## config.mk

```make
export PLATFORM = sky130hd
export DESIGN_NAME = shared_toffoli_seq_flat
export DESIGN_NICKNAME = d
export VERILOG_FILES = /design/src/rtl/shared_toffoli_seq_if.sv /design/src/rtl/shared_toffoli_seq.sv /design/src/flat_wrapper.sv
export SDC_FILE = /design/constraint.sdc
export NUM_CORES = 1
export LEC_CHECK = 0
export ABC_AREA = 1
export BUFFER_PORTS_ARGS = -buffer_cell sky130_fd_sc_hd__buf_2
export CORE_MARGIN = 1
export CORE_UTILIZATION = 40
export CTS_CLUSTER_DIAMETER = 50
export DETAILED_ROUTE_END_ITERATION = 10
export PLACE_DENSITY = 0.73
export SLEW_MARGIN = 20
export SYNTH_ARGS = -nofsm -noshare
export SYNTH_HDL_FRONTEND = slang
export SYNTH_SLANG_ARGS = --single-unit
```

## constraint.sdc

```tcl
create_clock -name clk -period 1.8 [get_ports clk]
set_input_delay 0.27 -clock clk [delete_from_list [all_inputs] [get_ports clk]]
set_output_delay 0.27 -clock clk [all_outputs]
set_load 0.005 [all_outputs]
```

## src/rtl/shared_toffoli_seq_if.sv

```systemverilog
// ---------------------------------------------------------------------------
// shared_toffoli_seq_if
// Bundles the load, operation, Toffoli-unit and result channels of the
// 2-share masked Toffoli sequencer.
//   slave  : sequencer view (consumes load/op/result-ready, drives tof_*/res_*)
//   master : environment view (masked-permutation top level plus Toffoli unit)
// Share layout of load_data/res_data: share0 of wire i at [i], share1 at
// [NWIRES+i]. On tof_* and tof_a_res, bit 0 is share0 and bit 1 is share1.
// ---------------------------------------------------------------------------
interface shared_toffoli_seq_if #(
  parameter int NWIRES = 8,
  parameter int IDXW   = 3
);
  logic                  load_valid;
  logic                  load_ready;
  logic [2*NWIRES-1:0]   load_data;
  logic                  op_valid;
  logic                  op_ready;
  logic [IDXW-1:0]       op_t;
  logic [IDXW-1:0]       op_c1;
  logic [IDXW-1:0]       op_c2;
  logic                  op_last;
  logic [1:0]            tof_a;
  logic [1:0]            tof_b;
  logic [1:0]            tof_c;
  logic [1:0]            tof_a_res;
  logic                  res_valid;
  logic [2*NWIRES-1:0]   res_data;
  logic                  res_ready;
  logic                  err;

  modport slave (
    input  load_valid, load_data, op_valid, op_t, op_c1, op_c2, op_last,
           tof_a_res, res_ready,
    output load_ready, op_ready, tof_a, tof_b, tof_c, res_valid, res_data, err
  );

  modport master (
    output load_valid, load_data, op_valid, op_t, op_c1, op_c2, op_last,
           tof_a_res, res_ready,
    input  load_ready, op_ready, tof_a, tof_b, tof_c, res_valid, res_data, err
  );
endinterface

```

## src/rtl/shared_toffoli_seq.sv

```systemverilog
// ---------------------------------------------------------------------------
// shared_toffoli_seq
// Sequencer for one external 2-share masked Toffoli unit. Holds NWIRES masked
// wires, accepts a stream of ops wire[t] ^= wire[c1] & wire[c2], issues each
// op to the Toffoli unit and writes its result back into the wire state.
// Pipeline: accept -> s1 (drives tof_*) -> s2 (tof_a_res written to state).
// Read-after-write hazards against s1/s2 targets stall op_ready; there is no
// forwarding.
//
// Ports
//   clk  : rising-edge clock
//   rst  : synchronous active-high reset
//   bus  : shared_toffoli_seq_if.slave (load / op / tof / result / err)
//
// Build option
//   TOF_IDXCHK_EN : when defined, ops with an out-of-range index or with t
//                   equal to c1 or c2 are accepted as NOPs and set the sticky
//                   err flag. When undefined, err is 0, out-of-range reads
//                   return 0 and out-of-range writes are dropped.
// ---------------------------------------------------------------------------
module shared_toffoli_seq #(
  parameter int NWIRES = 8,
  parameter int IDXW   = 3
) (
  input logic               clk,
  input logic               rst,
  shared_toffoli_seq_if.slave bus
);

  typedef enum logic [1:0] {
    StIdle  = 2'd0,
    StRun   = 2'd1,
    StDrain = 2'd2,
    StDone  = 2'd3
  } seqState_e;

  seqState_e           r_fsm;
  seqState_e           w_fsmNext;

  logic [1:0]          r_wire [NWIRES];
  logic                r_s1Valid;
  logic [IDXW-1:0]     r_s1T;
  logic                r_s2Valid;
  logic [IDXW-1:0]     r_s2T;
  logic [1:0]          r_tofA;
  logic [1:0]          r_tofB;
  logic [1:0]          r_tofC;

  logic                w_loadReady;
  logic                w_opReady;
  logic                w_resValid;
  logic                w_loadFire;
  logic                w_opAccept;
  logic                w_issue;
  logic                w_hazard;
  logic [1:0]          w_aSh;
  logic [1:0]          w_bSh;
  logic [1:0]          w_cSh;
  logic [2*NWIRES-1:0] w_resData;

  // An offered op must wait while any of its indices matches a target that
  // is still in flight, since the state has not been updated yet.
  always_comb begin
    w_hazard = 1'b0;
    if (r_s1Valid && (bus.op_t == r_s1T || bus.op_c1 == r_s1T || bus.op_c2 == r_s1T))
      w_hazard = 1'b1;
    if (r_s2Valid && (bus.op_t == r_s2T || bus.op_c1 == r_s2T || bus.op_c2 == r_s2T))
      w_hazard = 1'b1;
  end

  // Share mux from state; an index with no matching wire reads as 0.
  always_comb begin
    w_aSh = 2'b00;
    w_bSh = 2'b00;
    w_cSh = 2'b00;
    for (int i = 0; i < NWIRES; i++) begin
      if (bus.op_t  == IDXW'(i)) w_aSh = r_wire[i];
      if (bus.op_c1 == IDXW'(i)) w_bSh = r_wire[i];
      if (bus.op_c2 == IDXW'(i)) w_cSh = r_wire[i];
    end
  end

  // Next-state and handshake decode.
  always_comb begin
    w_fsmNext   = r_fsm;
    w_loadReady = 1'b0;
    w_opReady   = 1'b0;
    w_resValid  = 1'b0;
    case (r_fsm)
      StIdle: begin
        w_loadReady = 1'b1;
        if (bus.load_valid) w_fsmNext = StRun;
      end
      StRun: begin
        w_opReady = !w_hazard;
        if (bus.op_valid && !w_hazard && bus.op_last) w_fsmNext = StDrain;
      end
      StDrain: begin
        // s2 always retires in the current cycle, so once s1 is empty the
        // last write lands on this edge and DONE can show the final state.
        if (!r_s1Valid) w_fsmNext = StDone;
      end
      StDone: begin
        w_resValid = 1'b1;
        if (bus.res_ready) w_fsmNext = StIdle;
      end
      default: w_fsmNext = StIdle;
    endcase
    w_loadFire = w_loadReady && bus.load_valid;
    w_opAccept = w_opReady && bus.op_valid;
  end

`ifdef TOF_IDXCHK_EN
  logic w_illegal;
  logic r_err;

  function automatic logic idxInRange(input logic [IDXW-1:0] idx);
    idxInRange = 1'b0;
    for (int i = 0; i < NWIRES; i++)
      if (idx == IDXW'(i)) idxInRange = 1'b1;
  endfunction

  // Illegal ops still consume their handshake but never reach the unit.
  always_comb begin
    w_illegal = !idxInRange(bus.op_t) || !idxInRange(bus.op_c1) ||
                !idxInRange(bus.op_c2) || (bus.op_t == bus.op_c1) ||
                (bus.op_t == bus.op_c2);
    w_issue   = w_opAccept && !w_illegal;
  end

  // Sticky error flag, cleared only by reset.
  always_ff @(posedge clk) begin
    if (rst)
      r_err <= 1'b0;
    else if (w_opAccept && w_illegal)
      r_err <= 1'b1;
  end

  assign bus.err = r_err;
`else
  assign w_issue = w_opAccept;
  assign bus.err = 1'b0;
`endif

  // State register of the sequencer FSM.
  always_ff @(posedge clk) begin
    if (rst)
      r_fsm <= StIdle;
    else
      r_fsm <= w_fsmNext;
  end

  // Issue (s1) and write-back (s2) stages. The tof_* registers are only
  // reloaded on issue; they hold their last value otherwise.
  always_ff @(posedge clk) begin
    if (rst) begin
      r_s1Valid <= 1'b0;
      r_s1T     <= '0;
      r_s2Valid <= 1'b0;
      r_s2T     <= '0;
      r_tofA    <= 2'b00;
      r_tofB    <= 2'b00;
      r_tofC    <= 2'b00;
    end else begin
      r_s1Valid <= w_issue;
      if (w_issue) begin
        r_s1T  <= bus.op_t;
        r_tofA <= w_aSh;
        r_tofB <= w_bSh;
        r_tofC <= w_cSh;
      end
      r_s2Valid <= r_s1Valid;
      r_s2T     <= r_s1T;
    end
  end

  // Wire state: loaded in IDLE, updated from the Toffoli result in s2.
  // Load and write-back never coincide because IDLE implies an empty pipe.
  always_ff @(posedge clk) begin
    if (rst) begin
      for (int i = 0; i < NWIRES; i++) r_wire[i] <= 2'b00;
    end else if (w_loadFire) begin
      for (int i = 0; i < NWIRES; i++)
        r_wire[i] <= {bus.load_data[NWIRES+i], bus.load_data[i]};
    end else if (r_s2Valid) begin
      for (int i = 0; i < NWIRES; i++)
        if (r_s2T == IDXW'(i)) r_wire[i] <= bus.tof_a_res;
    end
  end

  // Result is presented only in DONE and reads as 0 elsewhere.
  always_comb begin
    w_resData = '0;
    if (r_fsm == StDone) begin
      for (int i = 0; i < NWIRES; i++) begin
        w_resData[i]        = r_wire[i][0];
        w_resData[NWIRES+i] = r_wire[i][1];
      end
    end
  end

  assign bus.load_ready = w_loadReady;
  assign bus.op_ready   = w_opReady;
  assign bus.res_valid  = w_resValid;
  assign bus.res_data   = w_resData;
  assign bus.tof_a      = r_tofA;
  assign bus.tof_b      = r_tofB;
  assign bus.tof_c      = r_tofC;

endmodule

```

## src/flat_wrapper.sv

```systemverilog
// flat-port wrapper written by rule: the top's interface ports become plain ports
module shared_toffoli_seq_flat 
#(
  parameter int NWIRES = 8,
  parameter int IDXW   = 3
)
  (clk, rst, bus_load_valid, bus_load_data, bus_op_valid, bus_op_t, bus_op_c1, bus_op_c2, bus_op_last, bus_tof_a_res, bus_res_ready, bus_load_ready, bus_op_ready, bus_tof_a, bus_tof_b, bus_tof_c, bus_res_valid, bus_res_data, bus_err);
  shared_toffoli_seq_if #(.NWIRES(NWIRES), .IDXW(IDXW)) bus_i ();
  input logic clk;
  input logic rst;
  input wire logic [$bits(bus_i.load_valid)-1:0] bus_load_valid;
  input wire logic [$bits(bus_i.load_data)-1:0] bus_load_data;
  input wire logic [$bits(bus_i.op_valid)-1:0] bus_op_valid;
  input wire logic [$bits(bus_i.op_t)-1:0] bus_op_t;
  input wire logic [$bits(bus_i.op_c1)-1:0] bus_op_c1;
  input wire logic [$bits(bus_i.op_c2)-1:0] bus_op_c2;
  input wire logic [$bits(bus_i.op_last)-1:0] bus_op_last;
  input wire logic [$bits(bus_i.tof_a_res)-1:0] bus_tof_a_res;
  input wire logic [$bits(bus_i.res_ready)-1:0] bus_res_ready;
  output wire logic [$bits(bus_i.load_ready)-1:0] bus_load_ready;
  output wire logic [$bits(bus_i.op_ready)-1:0] bus_op_ready;
  output wire logic [$bits(bus_i.tof_a)-1:0] bus_tof_a;
  output wire logic [$bits(bus_i.tof_b)-1:0] bus_tof_b;
  output wire logic [$bits(bus_i.tof_c)-1:0] bus_tof_c;
  output wire logic [$bits(bus_i.res_valid)-1:0] bus_res_valid;
  output wire logic [$bits(bus_i.res_data)-1:0] bus_res_data;
  output wire logic [$bits(bus_i.err)-1:0] bus_err;
  assign bus_i.load_valid = bus_load_valid;
  assign bus_i.load_data = bus_load_data;
  assign bus_i.op_valid = bus_op_valid;
  assign bus_i.op_t = bus_op_t;
  assign bus_i.op_c1 = bus_op_c1;
  assign bus_i.op_c2 = bus_op_c2;
  assign bus_i.op_last = bus_op_last;
  assign bus_i.tof_a_res = bus_tof_a_res;
  assign bus_i.res_ready = bus_res_ready;
  assign bus_load_ready = bus_i.load_ready;
  assign bus_op_ready = bus_i.op_ready;
  assign bus_tof_a = bus_i.tof_a;
  assign bus_tof_b = bus_i.tof_b;
  assign bus_tof_c = bus_i.tof_c;
  assign bus_res_valid = bus_i.res_valid;
  assign bus_res_data = bus_i.res_data;
  assign bus_err = bus_i.err;
  shared_toffoli_seq #(.NWIRES(NWIRES), .IDXW(IDXW)) u_core (.clk(clk), .rst(rst), .bus(bus_i));
endmodule
```

==> results.tsv, run 1 <==
stage	metric	value	unit
timing	Max Clock Freq	574.1	MHz
clock_network	Root Driver	clkbuf_8	
grt	total track usage	0.2302	
timing	final worst-path cycle share	0.9677	
routing	iteration count of the initial detailed-routing pass	6	
finish	most frequent cells in the layout	nand2_1, buf_2, inv_1	
synthesis	top post-synthesis cells by area	edfxtp_1, nand2_1, dfxtp_1	
synthesis	share of the synthesized area in the top cell type	0.1950	
finish	area grow syn2layout	21.38	%
routing	wire per inst	13.74	um
clock_network	CTS tree	done	
clock_network	clk_lat worst skew	0.29	ns
timing	clk_skew	0.01126	ns
place	Placer Congestion	0.9978	
finish	footprint of the multi-input gates	1360	sq um
clock_network	CTS max path bufs	2	
grt	GRT Residual Overflow	0	
worst_setup_path	CP Capture Type	output pin	
place	dpl ws	0.01436	ns
grt	first-pass GRT wire length	11420	um
clock_network	cts bufs inserted	5	
min_path	Hold Crit Depth	2	
worst_setup_path	Critical Path AT	1.47	ns
routing	Total Wirelength	7103	um
worst_setup_path	CP Launch Type	flip-flop	
timing	Worst-Margin Slew	0.5089	ns
synthesis	syn_nets	414	
die	row count	28	
worst_setup_path	Critical Path RT	1.53	ns
die	chip width	80.48	um
place	number of I/O port buffers	57	
synthesis	post-synth top area cell	edfxtp_1	
die	die area	6477	sq um
grt	vias in the first global route	2519	
clock_network	Reg clk slew, reported paths	0.08	ns
synthesis	Synth warnings	0	
finish	n_diodes	0	
routing	vias per cell	5.267	
worst_setup_path	crit path max fanout	3	
routing	Vias	2723	
finish	fin nets	478	
clock_network	Hold Buf Count CTS	0	
pwr	Pleak	1.552	nW
timing	RSZ-0062 raised after global routing	true	
worst_setup_path	FF-to-FF Start	u_core.r_fsm[0]$_SDFFE_PP0P_	
synthesis	sequential share of the synthesized area	0.3250	
die	Die H	80.48	um
run_status	status	finished, final reports clean	
finish	fillers	607	
pwr	PwrDens	963.7	nW/um^2
timing	Setup Total Neg Slack	0	ns
timing	Final Hold Vio Count	0	
timing	PnR worst setup slack	0.05807	ns
synthesis	Synth Flop Type	edfxtp_1	
synthesis	Cells after Synth	377	
timing	Final min period	1.742	ns
job	# Max-Cap Violations	0	
place	hpwl dp	5479	um
worst_setup_path	FF-to-FF setup slack	0.07	ns
pwr	worst vdd ir	0.5841	mV
die	core area	5921	sq um
finish	share of cells above drive strength 1	0.2534	
grt	largest net degree at the start of global routing	28	
finish	commonest non-fill, non-tap cell in the layout	nand2_1	
synthesis	synthesized flop and latch total	32	
die	I/O Pins	59	
synthesis	ys async rst share	0	
clock_network	H-tree Lvls	2	
worst_setup_path	R2R cell count	8	
routing	drt first-iter violations	238	
finish	register area	818.3	sq um
grt	initial antenna violation count	0	
synthesis	post-synthesis cell area	2464	sq um
routing	post-route ant nets	0	
worst_setup_path	RR Endpoint	u_core.r_wire[0][1]$_DFFE_PP_	
synthesis	Synth Area per Inst	6.535	sq um
die	starting density of the core	0.4161	
routing	DRC violations left	0	
worst_setup_path	Crit Path Category	flip-flop to output pin	
min_path	min-delay src	rst	
clock_network	TritonCTS Sinks	32	
timing	relative slew slack	0.6607	
timing	Slew Limit Fails	0	
min_path	Hold Crit Class	primary input to flip-flop	
synthesis	Post-synth EDFFs	16	
timing	final setup violation count	0	
min_path	hold endpoint	u_core.r_s2Valid$_SDFF_PP0_	
synthesis	Netlist cell types	31	
per-stage QoR:
| stage | hold WS [ns] | utilization | power [mW] | instances | area (sq um) |
|---|---|---|---|---|---|
| 5_1_grt | 0.2862 | 0.5051 | 3.082 | 517 | 2990 |
| 4_1_cts | 0.2812 | 0.4943 | 2.828 | 512 | 2927 |
| 3_5_place_dp | 0.4744 | 0.4751 | 2.193 | 504 | 2813 |
| 6_report | 0.2793 | 0.5051 | 2.882 | 517 | 2990 |
| 3_3_place_gp | 0.4678 | 0.4751 | 2.163 | 504 | 2813 |
| 2_1_floorplan | 0.3416 | - | 1.835 | 377 | 2464 |
routing by layer:
| layer | vias up | wire length [um] | share of wire | GRT usage |
|---|---|---|---|---|
| met5 | - | 0 | 0 | 0 |
| met4 | 0 | 129 | 0.018 | 0.07143 |
| met3 | 15 | 570 | 0.080 | 0.05227 |
| met2 | 130 | 3298 | 0.46 | 0.3932 |
| met1 | 1238 | 3104 | 0.44 | 0.2845 |
| li1 | 1340 | - | - | - |
worst max-delay path: stages (launching register included):
cell and delay, ns:
dfxtp_4 0.36, buf_4 0.14, xnor2_1 0.13, nand3_2 0.07, nand3_2 0.10, nand2_4 0.09
nand2_2 0.06, nor2_4 0.11, buf_2 0.12
repair_timing:
| action | CTS | global route |
|---|---|---|
| endpoints found under the setup margin | 2 | 14 |
| buffers inserted | 0 | 5 |
| resized for setup | 6 | 10 |
| pin swaps | 0 | 6 |
worst max-delay path by stage:
stage | start | to | slack, ns | depth (start not counted)
after floorplan | u_core.r_fsm[0]$_SDFFE_PP0P_ | u_core.r_wire[0][0]$_DFFE_PP_ | 0.17 | 7
after global placement | u_core.r_fsm[0]$_SDFFE_PP0P_ | u_core.r_wire[0][14]$_DFFE_PP_ | 0.13 | 10
after detailed placement | u_core.r_fsm[0]$_SDFFE_PP0P_ | u_core.r_wire[0][12]$_DFFE_PP_ | 0.01 | 10
after CTS | u_core.r_s2T[1]$_SDFF_PP0_ | bus_op_ready | 0.0001 | 9
after global routing | u_core.r_fsm[0]$_SDFFE_PP0P_ | u_core.r_wire[0][14]$_DFFE_PP_ | -0.02 | 10
final | u_core.r_s2T[1]$_SDFF_PP0_ | bus_op_ready | 0.06 | 8
area by class of cell:
type	instances	area share
flip-flops and latches	32	0.2736
multi-input cells	270	0.4548
inverters	62	0.07782
well taps	75	0.03138
repair buffers	70	0.1280
clock buffers	7	0.03264
clock inverters	1	0.001674
power by group:
| part | switching (mW) | internal (mW) |
|---|---|---|
| registers | 0.167 | 0.961 |
| clock network | 0.281 | 0.355 |
| logic | 0.683 | 0.435 |
| total | 1.13 | 1.75 |
registers in the layout, summed over array words and instances, names as in the netlist:
register	cells
u_core.r_wire	16
u_core.r_s1T	3
u_core.r_s2T	3
u_core.bus.tof_a	2
u_core.bus.tof_b	2
u_core.bus.tof_c	2
u_core.r_fsm	2
u_core.r_s1Valid	1
u_core.r_s2Valid	1
Yosys cell counts (2+ instances only):
| cell | number |
|---|---|
| ha_1 | 4 |
| nand2_2 | 3 |
| nand3_1 | 30 |
| inv_2 | 7 |
| nor3_1 | 18 |
| clkbuf_1 | 4 |
| buf_6 | 2 |
| nand2_4 | 3 |
| dfxtp_1 | 16 |
| nand4_1 | 23 |
| o21ai_0 | 16 |
| nand3_2 | 8 |
| xnor2_1 | 4 |
| inv_1 | 54 |
| edfxtp_1 | 16 |
| buf_4 | 4 |
| nand2_1 | 114 |
| a21oi_1 | 7 |
| nor2_1 | 32 |
cells by family after synthesis:
logic type | after synthesis | synth area share
DFF | 32 | 0.3250
adders and majority gates | 4 | 0.02032
other | 1 | 0.001522
xor gates and xnor gates | 4 | 0.01422
AOI/OAI and AO/OA | 26 | 0.05587
and+or+nand+nor | 234 | 0.4479
buffers and inverters | 75 | 0.1310
muxes | 1 | 0.004063
Power figures use the tool's default switching activity.
==> run 2: changes to the inputs <==
ABC_AREA = default   (was 1)
PLACE_DENSITY = 0.76   (was 0.73)
SLEW_MARGIN = default   (was 20)
clock period = 1.6 ns   (was 1.8 ns; I/O delays follow)
==> results.tsv, run 2 <==
stage	metric	value	unit	change
synthesis	mux contribution to synthesized area	0.1348		+0.1307
synthesis	Cells after Synth	253		-33%
finish	largest reg by FF count	u_core.r_wire		
clock_network	Hold Buf Count CTS	0		unchanged
synthesis	Synth Flop Type	edfxtp_1		
routing	post-route ant nets	0		unchanged
min_path	Hold Crit Class	primary input to flip-flop		
clock_network	Root Driver	clkbuf_8		
die	core area	5642	sq um	-4.7%
die	die area	6300	sq um	-2.7%
timing	Slew Limit Fails	0		unchanged
timing	final setup violation count	6		+6
clock_network	CTS tree	done		
pwr	PwrDens	1048	nW/um^2	+8.8%
synthesis	syn_nets	290		-30%
synthesis	Simple-Gate Fraction of Synth Area	0.2377		-0.2102
finish	max FFs per register	16		unchanged
worst_setup_path	Critical Path AT	1.50	ns	+0.03 ns
grt	first-pass GRT wire length	10730	um	-6.0%
grt	vias in the first global route	2221		-12%
synthesis	ys async rst share	0		unchanged
clock_network	TritonCTS Sinks	32		unchanged
worst_setup_path	Critical Path RT	1.36	ns	-0.17 ns
timing	Final min period	1.742	ns	
synthesis	post-synthesis cell area	2395	sq um	-2.8%
synthesis	largest family of logic cells by synthesized area	simple AND/OR/NAND/NOR gates		
worst_setup_path	Crit Path Category	flip-flop to output pin		
timing	Max Clock Freq	573.9	MHz	
routing	drt first-iter violations	129		-46%
finish	footprint of the multi-input gates	1592	sq um	+17%
routing	vias per cell	5.594		+6.2%
grt	largest net degree at the start of global routing	25		-11%
synthesis	post-synth top area cell	edfxtp_1		
place	hpwl dp	5038	um	-8.1%
finish	fillers	501		-17%
clock_network	H-tree Lvls	2		unchanged
place	number of I/O port buffers	57		unchanged
finish	area grow syn2layout	33.75	%	
routing	DRC violations left	0		unchanged
finish	final instance area	3203	sq um	+7.1%
routing	wire per inst	16.71	um	+22%
timing	final worst-path cycle share	1.089		
pwr	worst vdd ir	0.4338	mV	-26%
worst_setup_path	CP Launch Type	flip-flop		
place	Placer Congestion	0.8684		-13%
clock_network	CTS max path bufs	2		unchanged
routing	Total Wirelength	6834	um	-3.8%
timing	PnR worst setup slack	-0.1425	ns	-0.2005 ns
grt	met3 usage	0.05371		+0.001442
routing	Vias	2288		-16%
timing	Hold Slack	0.2426	ns	-0.03664 ns
grt	initial antenna violation count	0		unchanged
timing	Final Hold Vio Count	0		unchanged
synthesis	Synth Area in Adders	0.02090		+0.0005838
clock_network	cts bufs inserted	5		unchanged
pwr	Power, Total	3.358	mW	+17%
run_status	violated checks	negative setup slack		
die	I/O Pins	59		unchanged
finish	commonest non-fill, non-tap cell in the layout	buf_2		
finish	fin nets	373		-22%
worst_setup_path	crit path max fanout	6		+3
pwr	Pleak	1.359	nW	-12%
grt	M2 GR Usage	0.4009		+0.007642
finish	n_diodes	0		unchanged
synthesis	Compound-Gate Fraction of Synth Area	0.1557		+0.09983
die	chip width	79.38	um	-1.4%
die	Die H	79.38	um	-1.4%
timing	clk_skew	0.008188	ns	-0.003073 ns
finish	register area	815.8	sq um	-0.31%
synthesis	Synth Area per Inst	9.466	sq um	+45%
clock_network	clk_lat worst skew	0.29	ns	about the same
die	row count	27		-3.6%
grt	GRT met1 Usage	0.2659		-0.01862
clock_network	Reg clk slew, reported paths	0.07	ns	about the same
synthesis	Post-synth EDFFs	16		unchanged
run_status	status	finished with violations		
synthesis	synthesized flop and latch total	32		unchanged
synthesis	Post-Synth XOR/XNOR Area	0.05852		+0.04430
place	dpl ws	-0.03967	ns	-0.05403 ns
grt	GRT Max-Usage Layer	met2		
synthesis	top post-synthesis cells by area	edfxtp_1, dfxtp_1, and2_1		
synthesis	Netlist cell types	52		+68%
synthesis	sequential share of the synthesized area	0.3344		+0.009340
finish	largest registers	u_core.r_wire (16), u_core.r_s1T (3), u_core.r_s2T (3)		
grt	GRT Residual Overflow	0		unchanged
synthesis	share of the synthesized area in the top cell type	0.2006		+0.005604
synthesis	Synth warnings	0		unchanged
finish	share of cells above drive strength 1	0.4392		+0.1858
synthesis	Commonest cells post-synth	and2_1, nor2_1, dfxtp_1, edfxtp_1		
job	# Max-Cap Violations	0		unchanged
timing	RSZ-0062 raised after global routing	true		
worst_setup_path	CP Capture Type	output pin		
die	starting density of the core	0.4245		+0.008381
grt	total track usage	0.2279		-0.002266
synthesis	most frequent cell after synthesis	and2_1		
finish	most frequent cells in the layout	buf_2, buf_4, nor2_1		
place	DP Area	2928	sq um	+4.1%
routing	iteration count of the initial detailed-routing pass	5		-1
run 2: cell types whose count changed in the layout (fill, tap and decap cells not counted), sizes merged, moves of 20 or more:
| cell | change |
|---|---|
| nand3 | -36 |
| and2 | +20 |
| inv | -58 |
| buf | +27 |
| nand2 | -105 |
| nand4 | -21 |
run 2: repair_timing:
| action | CTS | global route |
|---|---|---|
| buffers inserted | 1 | 4 |
| pin swaps | 5 | 7 |
| gates resized for setup | 19 | 19 |
| endpoints found under the setup margin | 27 | 40 |
| gates cloned | 1 | 1 |
run 2: worst max-delay path, stage by stage, from the launching register on:
cell and delay, ns:
dfxtp_2 0.34, or2_1 0.23, a211oi_2 0.27, o21ai_2 0.11, and3_4 0.16, buf_6 0.11
run 2: metrics by stage:
stage               utilization   TNS, ns  std cells
finish                   0.5678   -0.5276        409
global route             0.5678    -1.294        409
CTS                      0.5500   -0.7018        404
detailed placement       0.5190   -0.1671        394
global placement         0.5190  -0.02202        394
floorplan                     -   -0.8161        253
run 2: path summary, 6_finish.rpt:
| kind | end | cells past startpoint | from | slack (ns) |
|---|---|---|---|---|
| worst min-delay path | u_core.r_wire[0][11]$_DFFE_PP_ | 2 | bus_load_data[13] | 0.24 |
| worst max register to register | u_core.bus.tof_c[0]$_SDFFE_PP0P_ | 6 | u_core.r_s1T[0]$_SDFFE_PP0P_ | -0.09 |
| worst max-delay path | bus_op_ready | 5 | u_core.r_s1T[0]$_SDFFE_PP0P_ | -0.14 |
| worst min register to register | u_core.bus.tof_a[0]$_SDFFE_PP0P_ | 2 | u_core.bus.tof_a[0]$_SDFFE_PP0P_ | 0.48 |
run 2: where the power goes:
part | internal, mW | switching (mW)
logic | 0.794 | 0.689
registers | 1.07 | 0.187
clock network | 0.301 | 0.313
run 2: cells by family (layout without fill, tap and decap cells):
family / count (synthesis) / after routing
fa+ha+maj: 4 / 4
buf+inv: 24 / 108
xor+xnor: 16 / 16
simple gates: 102 / 102
flops: 32 / 32
compound gates: 52 / 52
other cells: 1 / 1
mux: 22 / 22
run 2: metal layers:
layer	wire, um	vias up
li1	-	1079
met3	421	10
met1	2796	1100
met4	141	0
met5	0	-
met2	3475	99
run 2: area by class of cell:
type                    instances  share of cell area
multi-input cells             197              0.4969
repair buffers                 97              0.1906
inverters                       3            0.003516
well taps                      72             0.02813
clock buffers                   6             0.02266
clock inverters                 2            0.003516
flip-flops and latches         32              0.2547
==> run 3: changes to the inputs <==
CTS_CLUSTER_SIZE = 10   (was default)
TNS_END_PERCENT = 30   (was default)
==> results.tsv, run 3 (synthesis results as in run 2) <==
stage	metric	value	unit	change
grt	total track usage	0.2080		-0.01994
finish	n_diodes	0		unchanged
timing	Setup Total Neg Slack	-1.622	ns	-1.094 ns
place	placed cells	395		+0.25%
worst_setup_path	Crit Path Category	flip-flop to output pin		
grt	largest net degree at the start of global routing	23		-8.0%
grt	vias in the first global route	2091		-5.9%
min_path	min-delay src	bus_load_data[9]		
worst_setup_path	FF-to-FF Start	u_core.r_s1T[0]$_SDFFE_PP0P_		
clock_network	Reg clk slew, reported paths	0.06	ns	about the same
pwr	register share of total power	0.368		-0.007
finish	Finished Layout Cells	404		-1.2%
die	row count	27		unchanged
routing	DRC violations left	0		unchanged
routing	drt first-iter violations	137		+6.2%
job	# Max-Cap Violations	0		unchanged
routing	Vias	2149		-6.1%
worst_setup_path	max incr delay on CP	0.36	ns	+0.02 ns
die	chip width	79.38	um	unchanged
die	die area	6300	sq um	unchanged
place	hpwl dp	4831	um	-4.1%
routing	post-route ant nets	0		unchanged
worst_setup_path	CP Capture Type	output pin		
die	Die H	79.38	um	unchanged
timing	clk_skew	0.005740	ns	-0.002449 ns
place	Placer Congestion	0.9115		+5.0%
pwr	Internal	2.286	mW	+5.4%
worst_setup_path	CP Launch Type	flip-flop		
place	number of I/O port buffers	57		unchanged
routing	met2 WL	3138	um	-9.7%
grt	initial antenna violation count	0		unchanged
timing	Final Hold Vio Count	0		unchanged
clock_network	cts bufs inserted	5		unchanged
finish	largest reg by FF count	u_core.r_wire		
die	starting density of the core	0.4245		unchanged
pwr	worst vdd ir	0.6584	mV	+52%
clock_network	H-tree Lvls	2		unchanged
finish	largest registers	u_core.r_wire (16), u_core.r_s1T (3), u_core.r_s2T (3)		
min_path	Hold Crit Class	primary input to flip-flop		
worst_setup_path	RR Endpoint	u_core.bus.tof_a[1]$_SDFFE_PP0P_		
finish	max FFs per register	16		unchanged
routing	iteration count of the initial detailed-routing pass	5		unchanged
routing	metal3 WL	294	um	-30%
routing	met1 wire length	2679	um	-4.2%
finish	area grow syn2layout	32.50	%	
timing	final setup violation count	11		+5
timing	PnR worst setup slack	-0.1887	ns	-0.04624 ns
finish	fin nets	368		-1.3%
grt	first-pass GRT wire length	9970	um	-7.1%
clock_network	Root Driver	clkbuf_8		
pwr	clock network power share	0.217		+0.034
run_status	violated checks	negative setup slack		
run_status	status	finished with violations		
worst_setup_path	crit path max fanout	6		unchanged
finish	final instance area	3173	sq um	-0.94%
pwr	switch share	0.3280		-0.02600
timing	Final min period	1.789	ns	+0.04624 ns
place	DP Area	2935	sq um	+0.26%
min_path	hold endpoint	u_core.r_wire[0][3]$_SDFFCE_PN0P_		
worst_setup_path	FF-to-FF setup slack	-0.18	ns	-0.09 ns
worst_setup_path	Critical path origin	u_core.r_s1T[0]$_SDFFE_PP0P_		
die	core area	5642	sq um	unchanged
timing	Slew Limit Fails	0		unchanged
finish	commonest non-fill, non-tap cell in the layout	buf_2		
min_path	Hold Crit Depth	2		unchanged
routing	vias per cell	5.319		-4.9%
worst_setup_path	R2R cell count	7		+1
die	I/O Pins	59		unchanged
pwr	switching power total	1.116	mW	-6.1%
clock_network	CTS tree	done		
worst_setup_path	slowest CP cell	dfxtp_4		
finish	most frequent cells in the layout	buf_2, buf_4, and2_1		
timing	Max Clock Freq	559.1	MHz	-2.6%
finish	fillers	472		-5.8%
pwr	Power, Total	3.402	mW	+1.3%
routing	Total Wirelength	6216	um	-9.0%
routing	wire per inst	15.39	um	-7.9%
timing	final worst-path cycle share	1.118		+0.02890
worst_setup_path	Critical Path RT	1.36	ns	about the same
pwr	Gate power share	0.415		-0.027
worst_setup_path	Critical Path AT	1.55	ns	+0.05 ns
pwr	PwrDens	1072	nW/um^2	+2.3%
clock_network	CTS max path bufs	2		unchanged
clock_network	TritonCTS Sinks	32		unchanged
finish	share of cells above drive strength 1	0.4187		-0.02049
pwr	Pleak	1.349	nW	-0.69%
worst_setup_path	crit-path cells	or2_4, a211oi_4, o21ai_2, and3_4, buf_6		
grt	GRT Residual Overflow	0		unchanged
timing	RSZ-0062 raised after global routing	true		
routing	max layer used	met4		
clock_network	clk_lat worst skew	0.28	ns	about the same
run 3: changes by cell type in the layout (fill, tap and decap cells not counted), moves of 3 or more:
cell,previous run,this run
xor2_1,4,0
a211oi_2,3,0
buf_6,6,3
and2_1,16,19
xor2_2,0,4
and2_4,4,1
run 3: final cells by class:
| class | count | area [sq um] | share of cell area |
|---|---|---|---|
| Inverter | 3 | 11.26 | 0.003549 |
| Tap cell | 72 | 90.09 | 0.02839 |
| Clock inverter | 2 | 35.03 | 0.01104 |
| Sequential cell | 32 | 813.3 | 0.2563 |
| Timing Repair Buffer | 92 | 561.8 | 0.1771 |
| Clock buffer | 6 | 72.57 | 0.02287 |
| Multi-Input combinational cell | 197 | 1589 | 0.5008 |
run 3: per-layer routing:
| metal | vias up | track usage |
|---|---|---|
| met5 | - | 0 |
| met4 | 0 | 0.06727 |
| met3 | 9 | 0.04914 |
| met2 | 78 | 0.3560 |
| met1 | 1003 | 0.2561 |
| li1 | 1059 | - |
run 3: how the worst max path moves through the flow:
stage,slack (ns),cells past startpoint,to
after floorplan,-0.10,7,u_core.r_wire[0][2]$_SDFFCE_PN0P_
after global placement,-0.03,6,u_core.r_wire[0][2]$_SDFFCE_PN0P_
after detailed placement,-0.08,6,u_core.r_wire[0][2]$_SDFFCE_PN0P_
after CTS,-0.18,5,bus_op_ready
after global routing,-0.27,7,u_core.bus.tof_b[0]$_SDFFE_PP0P_
final,-0.19,5,bus_op_ready
run 3: timing repair:
action | 4_1_cts | 5_1_grt
resized for setup | 12 | 18
cloned | 0 | 0
setup endpoints to repair | 15 | 28
pin swaps | 6 | 4
buffers inserted | 1 | 0
hold endpoints to repair | 0 | 0
hold buffers | 0 | 0
run 3: per-stage QoR:
| stage | setup slack, ns | hold slack [ns] | utilization |
|---|---|---|---|
| finish | -0.1887 | 0.2590 | 0.5624 |
| global route | -0.2709 | 0.2565 | 0.5624 |
| CTS | -0.1833 | 0.2534 | 0.5491 |
| detailed placement | -0.07631 | 0.4659 | 0.5203 |
| global placement | -0.03472 | 0.4668 | 0.5203 |
| floorplan | -0.1014 | 0.4421 | - |
run 3: power by group through the flow:
stage	clock network (mW)	registers [mW]	logic (mW)
after floorplan	0	1.19	0.865
after global placement	0	1.25	1.26
after detailed placement	0	1.25	1.30
after CTS	0.757	1.24	1.35
after global routing	0.805	1.27	1.55
final	0.738	1.25	1.41
run 3: worst max-delay path: cells and delay by family (launching register included):
family          cells  cell delay [ns]
buf+inv             1             0.11
compound gates      2             0.39
flops               1             0.36
simple gates        2             0.42
